File: config.mk
export PLATFORM = sky130hd
export DESIGN_NAME = svc_soc_io_pwm
export DESIGN_NICKNAME = d
export VERILOG_FILES = /design/src/rtl/svc_soc_io_pwm.sv
export SDC_FILE = /design/constraint.sdc
export NUM_CORES = 1
export LEC_CHECK = 0
export CORE_MARGIN = 1.5
export CORE_UTILIZATION = 51
export DETAILED_ROUTE_END_ITERATION = 12
export GPL_TIMING_DRIVEN = 0
export HOLD_SLACK_MARGIN = 0.1
export PLACE_DENSITY = 0.93
export REMOVE_ABC_BUFFERS = 1
export SLEW_MARGIN = 20
export SYNTH_ARGS = -nofsm -noshare
export SYNTH_HDL_FRONTEND = slang
export SYNTH_SLANG_ARGS = --single-unit
File: constraint.sdc
create_clock -name clk -period 3.8 [get_ports clk]
set_input_delay 0.76 -clock clk [delete_from_list [all_inputs] [get_ports clk]]
set_output_delay 0.76 -clock clk [all_outputs]
set_load 0.05 [all_outputs]
File: src/rtl/svc_soc_io_pwm.sv
// ---------------------------------------------------------------------------
// svc_soc_io_pwm
//
// Brightness-controlled PWM driver for the board LED. It sits downstream of
// the SoC I/O register bank: the bank's led bit enables the PWM and its 8-bit
// gpio value selects the duty in 1/256 steps.
//
// Duty is double-buffered. The requested duty is copied into duty_active only
// while idle, on the IDLE->RUN edge, and at the end of each 256-count
// period. A software write therefore never truncates or stretches a pulse
// already in progress.
//
// Each PWM count step lasts PRESCALE clk cycles, so one period is
// 256*PRESCALE cycles. pwm is registered and lags the period counter by one
// clk, which also removes any combinational path from inputs to outputs.
//
// Ports:
//   clk           system clock
//   rst_n         asynchronous active-low reset
//   en            PWM enable (register bank led output)
//   duty          requested duty, 1/256 units (register bank gpio output)
//   pwm           registered PWM output to the pin
//   period_start  one-cycle pulse on the first cycle of every PWM period
//   duty_active   shadow duty currently in effect (registered)
// ---------------------------------------------------------------------------
module svc_soc_io_pwm #(
    parameter int PRESCALE   = 1,
    parameter int PRESCALE_W = $clog2(PRESCALE + 1)
) (
    input  logic       clk,
    input  logic       rst_n,
    input  logic       en,
    input  logic [7:0] duty,
    output logic       pwm,
    output logic       period_start,
    output logic [7:0] duty_active
);

    typedef enum logic {
        IDLE = 1'b0,
        RUN  = 1'b1
    } state_t;

    localparam logic [PRESCALE_W-1:0] PRESC_LAST = PRESCALE_W'(PRESCALE - 1);
    localparam logic [PRESCALE_W-1:0] PRESC_ONE  = PRESCALE_W'(1);

    state_t                state;
    state_t                state_next;
    logic [PRESCALE_W-1:0] presc;
    logic [PRESCALE_W-1:0] presc_next;
    logic [7:0]            cnt;
    logic [7:0]            cnt_next;
    logic [7:0]            duty_active_next;
    logic                  pwm_next;
    logic                  period_start_next;
    logic                  tick;

    // One count step has elapsed; with PRESCALE=1 this is every cycle.
    assign tick = (presc == PRESC_LAST);

    always_ff @(posedge clk or negedge rst_n) begin
        if (!rst_n) begin
            state <= IDLE;
        end else begin
            state <= state_next;
        end
    end

    always_comb begin
        state_next        = state;
        presc_next        = presc;
        cnt_next          = cnt;
        duty_active_next  = duty_active;
        pwm_next          = 1'b0;
        period_start_next = 1'b0;

        case (state)
            IDLE: begin
                // The shadow tracks the request while idle, so the
                // IDLE->RUN edge automatically latches the current duty.
                duty_active_next = duty;
                presc_next       = '0;
                cnt_next         = '0;
                if (en) begin
                    state_next        = RUN;
                    period_start_next = 1'b1;
                end
            end

            RUN: begin
                if (!en) begin
                    // Abandon the period immediately; pwm drops on this edge.
                    state_next = IDLE;
                    presc_next = '0;
                    cnt_next   = '0;
                end else begin
                    // Compare uses the pre-edge count, giving the one-cycle lag.
                    pwm_next = (cnt < duty_active);
                    if (tick) begin
                        presc_next = '0;
                        cnt_next   = cnt + 8'd1;
                        if (cnt == 8'hFF) begin
                            // Period boundary: the only point in RUN where
                            // a new duty is accepted.
                            duty_active_next  = duty;
                            period_start_next = 1'b1;
                        end
                    end else begin
                        presc_next = presc + PRESC_ONE;
                    end
                end
            end

            default: begin
                state_next = IDLE;
            end
        endcase
    end

    always_ff @(posedge clk or negedge rst_n) begin
        if (!rst_n) begin
            presc        <= '0;
            cnt          <= '0;
            duty_active  <= '0;
            pwm          <= 1'b0;
            period_start <= 1'b0;
        end else begin
            presc        <= presc_next;
            cnt          <= cnt_next;
            duty_active  <= duty_active_next;
            pwm          <= pwm_next;
            period_start <= period_start_next;
        end
    end

endmodule
After elaboration in Yosys (flattened, before gate mapping)
Cells that the tools add are included.

Add/subtract/negate cells: 2. $lt $le $gt $ge: 1. Equal/unequal tests: 5. Muxes and demuxes: 17. Bitwise operators: 1. Reductions and logical operators: 1.

Operator list (number): 8-bit two-way mux (5); 8-bit one-hot mux with 2 select lines (2); 8-bit by 1-bit adder with 8-bit output, second input constant (1); 8-bit == test, second input constant (1); 8-bit < comparator (1); 1-bit two-way mux (8); 2-bit inequality test, second input constant (2); 1-bit one-hot mux with 2 select lines (2); 3-bit inequality test, second input constant (1); 3-bit AND reduction (1); 2-bit by 1-bit inequality test with 1-bit output, second input constant (1); 1-bit adder, second input constant (1); 1-bit NOT (1).

Flip-flop bits (word level): 20. Bits of input ports: 11. Output and inout bits: 10. Word-level logic and storage cells: 33.

Depth between registers and ports, before layout
Depth in word-level cells: 5. Depth in mapped cells: 6. Mapped depth without buffers: 6.

Least setup slack after synthesis
No wires, ideal clock.

Kind: register to register. Start point: register duty_active[1]. End point: register pwm. Setup time: 0.084 ns. Arrival time: 1.862 ns. Required time: 3.716 ns. Setup slack: 1.855 ns. Stages on the path, launching flop included: 7. Path buffers: 0. Period minus slack after synthesis: 1.945 ns. Cells stage by stage: dfrtp_1 -> inv_1 -> ha_1 -> o211ai_2 -> a21oi_1 -> or4_1 -> a41oi_2.

Word-level cells in the longest chain between the ends: 3.

Ends and longest elaborated chain: start, declared (line 36) `output logic [7:0] duty_active`; start signal, assigned (line 130) `duty_active <= duty_active_next;`; 8-bit < comparator (line 98) `pwm_next = (cnt < duty_active);`; 1-bit two-way mux (line 91) `if (!en) begin`; 1-bit two-way mux (line 77) `case (state)`; named net pwm_next (line 54) `logic pwm_next;`; end signal, assigned (line 131) `pwm <= pwm_next;`; end, declared (line 34) `output logic pwm,`.

The timed path passes the listed nets, and every way through them passes these cells. A chain may end at the register's enable or synchronous reset.

Final worst setup path
Start point: register duty_active[0]. End point: output port duty_active[0].

No word-level cell between the ends.

==> impl_metrics.env <==
export IMPL_status="finished clean"
export IMPL_yosysSeqAreaShare_pct=52.56
export IMPL_leakagePower_nw=0.5356
export IMPL_grt_pass1_wl_um=2946
export IMPL_portBuffers=20
export IMPL_die_h_um=45.12
export IMPL_worstSetupPathType="register to output port"
export IMPL_fill_cells=135
export IMPL_p_sw_w=0.0001249
export IMPL_cp_slowest_cell="clkdlybuf4s50_1"
export IMPL_clock_path_buffers=2
export IMPL_power_total_w=0.0004127
export IMPL_synth_area_leaders="dfrtp_1, ha_1, o21ai_0"
export IMPL_coreArea_mm2=0.001689
export IMPL_synth_edf_count=0
export IMPL_fin_skew_ns=0.003299
export IMPL_rsz0062_at_grt="no"
export IMPL_switching_share_pct=30.27
export IMPL_max_stage_delay_ns=0.81
export IMPL_start_util_pct=53.56
export IMPL_slew_headroom_pct=42.58
export IMPL_syn_inst=85
export IMPL_endpoint_kind="output port"
export IMPL_clkTransAtPathRegs_ns=0.11
export IMPL_nets=128
export IMPL_finalInstanceArea_mm2=0.001145
export IMPL_drt_first_pass_iters=4
export IMPL_place_hpwl_um=1327
export IMPL_fp_row_count=15
export IMPL_intPower_w=0.0002878
export IMPL_grt_max_degree=20
export IMPL_cp_cell_sequence="clkdlybuf4s50_1"
export IMPL_hold_viol=0
export IMPL_critPathTopFamily="buffers and inverters"
export IMPL_crit_buf_inv=1
export IMPL_drive_above_1_share_pct=6.481
export IMPL_ys_ff_latch=19
export IMPL_cts_setup_buffers=0
export IMPL_postSynthAreaPerCell_um2=10.64
export IMPL_worst_ep_arrival_time_ns=1.49
export IMPL_tightestPinTransition_ns=0.8587
export IMPL_synth_top_area_cell="dfrtp_1"
export IMPL_period_needed_ns=2.251
export IMPL_required_ns=3.04
export IMPL_io_pins=21
export IMPL_h_tree_depth=1
export IMPL_antenna_left=0
export IMPL_routed_wl_um=1748
export IMPL_p_per_area_mw_per_mm2=360.5
export IMPL_cts_hold_buf=0
export IMPL_period_share_pct=59.23
export IMPL_report_final_slew_viol_count=0
export IMPL_min_path_type="register to register"
export IMPL_clock_root_buffer="clkbuf_4"
export IMPL_synth_distinct_cells=23
export IMPL_synthDominantCellAreaShare_pct=52.56
export IMPL_cts_buffers=3
export IMPL_pwr_share_seq_pct=52.9
export IMPL_grt_pass1_vias=704
export IMPL_cts_sinks=19
export IMPL_grt_total_usage_pct=20.71
export IMPL_setup_tns_ns=0
export IMPL_antenna_found_initial=0
export IMPL_via_per_inst=5.616
export IMPL_ctsResizeCount=0
export IMPL_yosysWarnings=0
export IMPL_synth_async_reset_ratio_pct=100.0
export IMPL_fp_dieW_um=45.12
export IMPL_ys_flop_type="dfrtp_1"
export IMPL_p_clk_share_pct=24.8
export IMPL_multi_input_area_um2=395.4
export IMPL_drc=0
export IMPL_wl_per_cell_um=13.98
export IMPL_synth_most_common_cell="dfrtp_1"
export IMPL_clk_latency_ns=0.30
export IMPL_vdd_drop_max_v=0.0003112
export IMPL_place_congestion=0.8390
export IMPL_crit_path_start_kind="register"
export IMPL_fmax_mhz=444.3
export IMPL_setup_viol=0
export IMPL_combPwrFrac_pct=22.3
export IMPL_post_dp_cell_area_mm2=0.001119
export IMPL_gr_total_overflow=0
export IMPL_cap_violations=0
export IMPL_die_area_mm2=0.002035
export IMPL_regArea_um2=475.5
export IMPL_syn_to_final_growth_pct=26.56
export IMPL_n_antenna_cell=0
export IMPL_drtIter0Drc=8
export IMPL_num_vias=702
export IMPL_crit_fanout=3
export IMPL_synthesis_area_um2=904.6
export IMPL_synthTopCellsByCount="dfrtp_1, o21ai_0, nand2_1, ha_1, inv_1"
export IMPL_cts_tree="yes"
-- stage by stage --
step | util (%) | cells | worst slack [ns] | hold slack (ns)
2_1_floorplan | - | 84 | 1.855 | 0.4555
3_3_place_gp | 66.22 | 121 | 1.423 | 0.4730
3_5_place_dp | 66.22 | 121 | 1.398 | 0.5023
4_1_cts | 67.78 | 125 | 1.545 | 0.5136
5_1_grt | 67.78 | 125 | 1.510 | 0.5516
6_report | 67.78 | 125 | 1.549 | 0.5167
-- sequential cells by signal, summed over array words and instances, names as in the netlist --
name          flops
cnt               8
duty_active       8
period_start      1
pwm               1
state             1
-- final timing paths --
check,cells after the start,endpoint,from,slack [ns]
worst max-delay path,1,duty_active[0],duty_active[0],1.55
worst min-delay path,1,cnt[0],cnt[0],0.52
worst min register to register,1,cnt[0],cnt[0],0.52
max in group asynchronous,1,cnt[5],rst_n,2.33
worst max register to register,4,pwm,cnt[3],2.05
min in group asynchronous,1,duty_active[3],rst_n,0.94
-- layout by cell type, fill, tap and decap left out --
master / count
inv_1: 7
nand3_1: 3
o211ai_2: 1
clkbuf_1: 1
clkdlybuf4s50_1: 20
nor2_1: 6
and3_1: 2
nand4_1: 2
a41oi_2: 1
a21oi_1: 3
o21ai_2: 1
o21ai_0: 10
mux2_2: 1
a211o_1: 1
or3_1: 2
dfrtp_1: 19
a22o_1: 1
xor2_1: 3
nand2_1: 9
or4_1: 1
clkbuf_4: 3
and2_1: 1
nand2b_1: 1
ha_1: 8
xnor2_1: 1
-- layout make-up --
cell class,instances,area share (%)
repair buffers,20,17.49
clock buffers,4,2.295
well taps,17,1.858
inverters,7,2.295
flip-flops and latches,19,41.53
multi-input cells,58,34.54
-- worst reg2reg max path, cell delays in order, from the launching register on --
cell     delay, ns
dfrtp_1       0.47
ha_1          0.33
a22o_1        0.23
or4_1         0.44
a41oi_2       0.21
-- routing by layer --
| layer | track usage, % | routed length [um] | share of wire [%] |
|---|---|---|---|
| met5 | 0 | 0 | 0 |
| met3 | 1.600 | 75 | 4.3 |
| met4 | 14.12 | 49 | 2.8 |
| met1 | 24.28 | 743 | 43 |
| met2 | 35.71 | 879 | 50 |
-- power groups by stage --
stage	sequential, W	combinational [W]	clock [W]
floorplan	0.000254	0.0000224	0
detailed placement	0.000222	0.0000926	0
global route	0.000220	0.0000991	0.000111
CTS	0.000218	0.0000929	0.000105
global placement	0.000222	0.0000901	0
finish	0.000218	0.0000919	0.000103
-- kinds of logic after synthesis --
logic type                 Yosys count  share of synthesized area, %
muxes                                1                         1.245
adders and majority gates            8                         11.07
buffers and inverters                8                         3.735
and+or+nand+nor                     27                         14.25
xor gates and xnor gates             4                         3.873
DFF                                 19                         52.56
AOI/OAI and AO/OA                   18                         13.28
(Power assumes the default switching activity.)
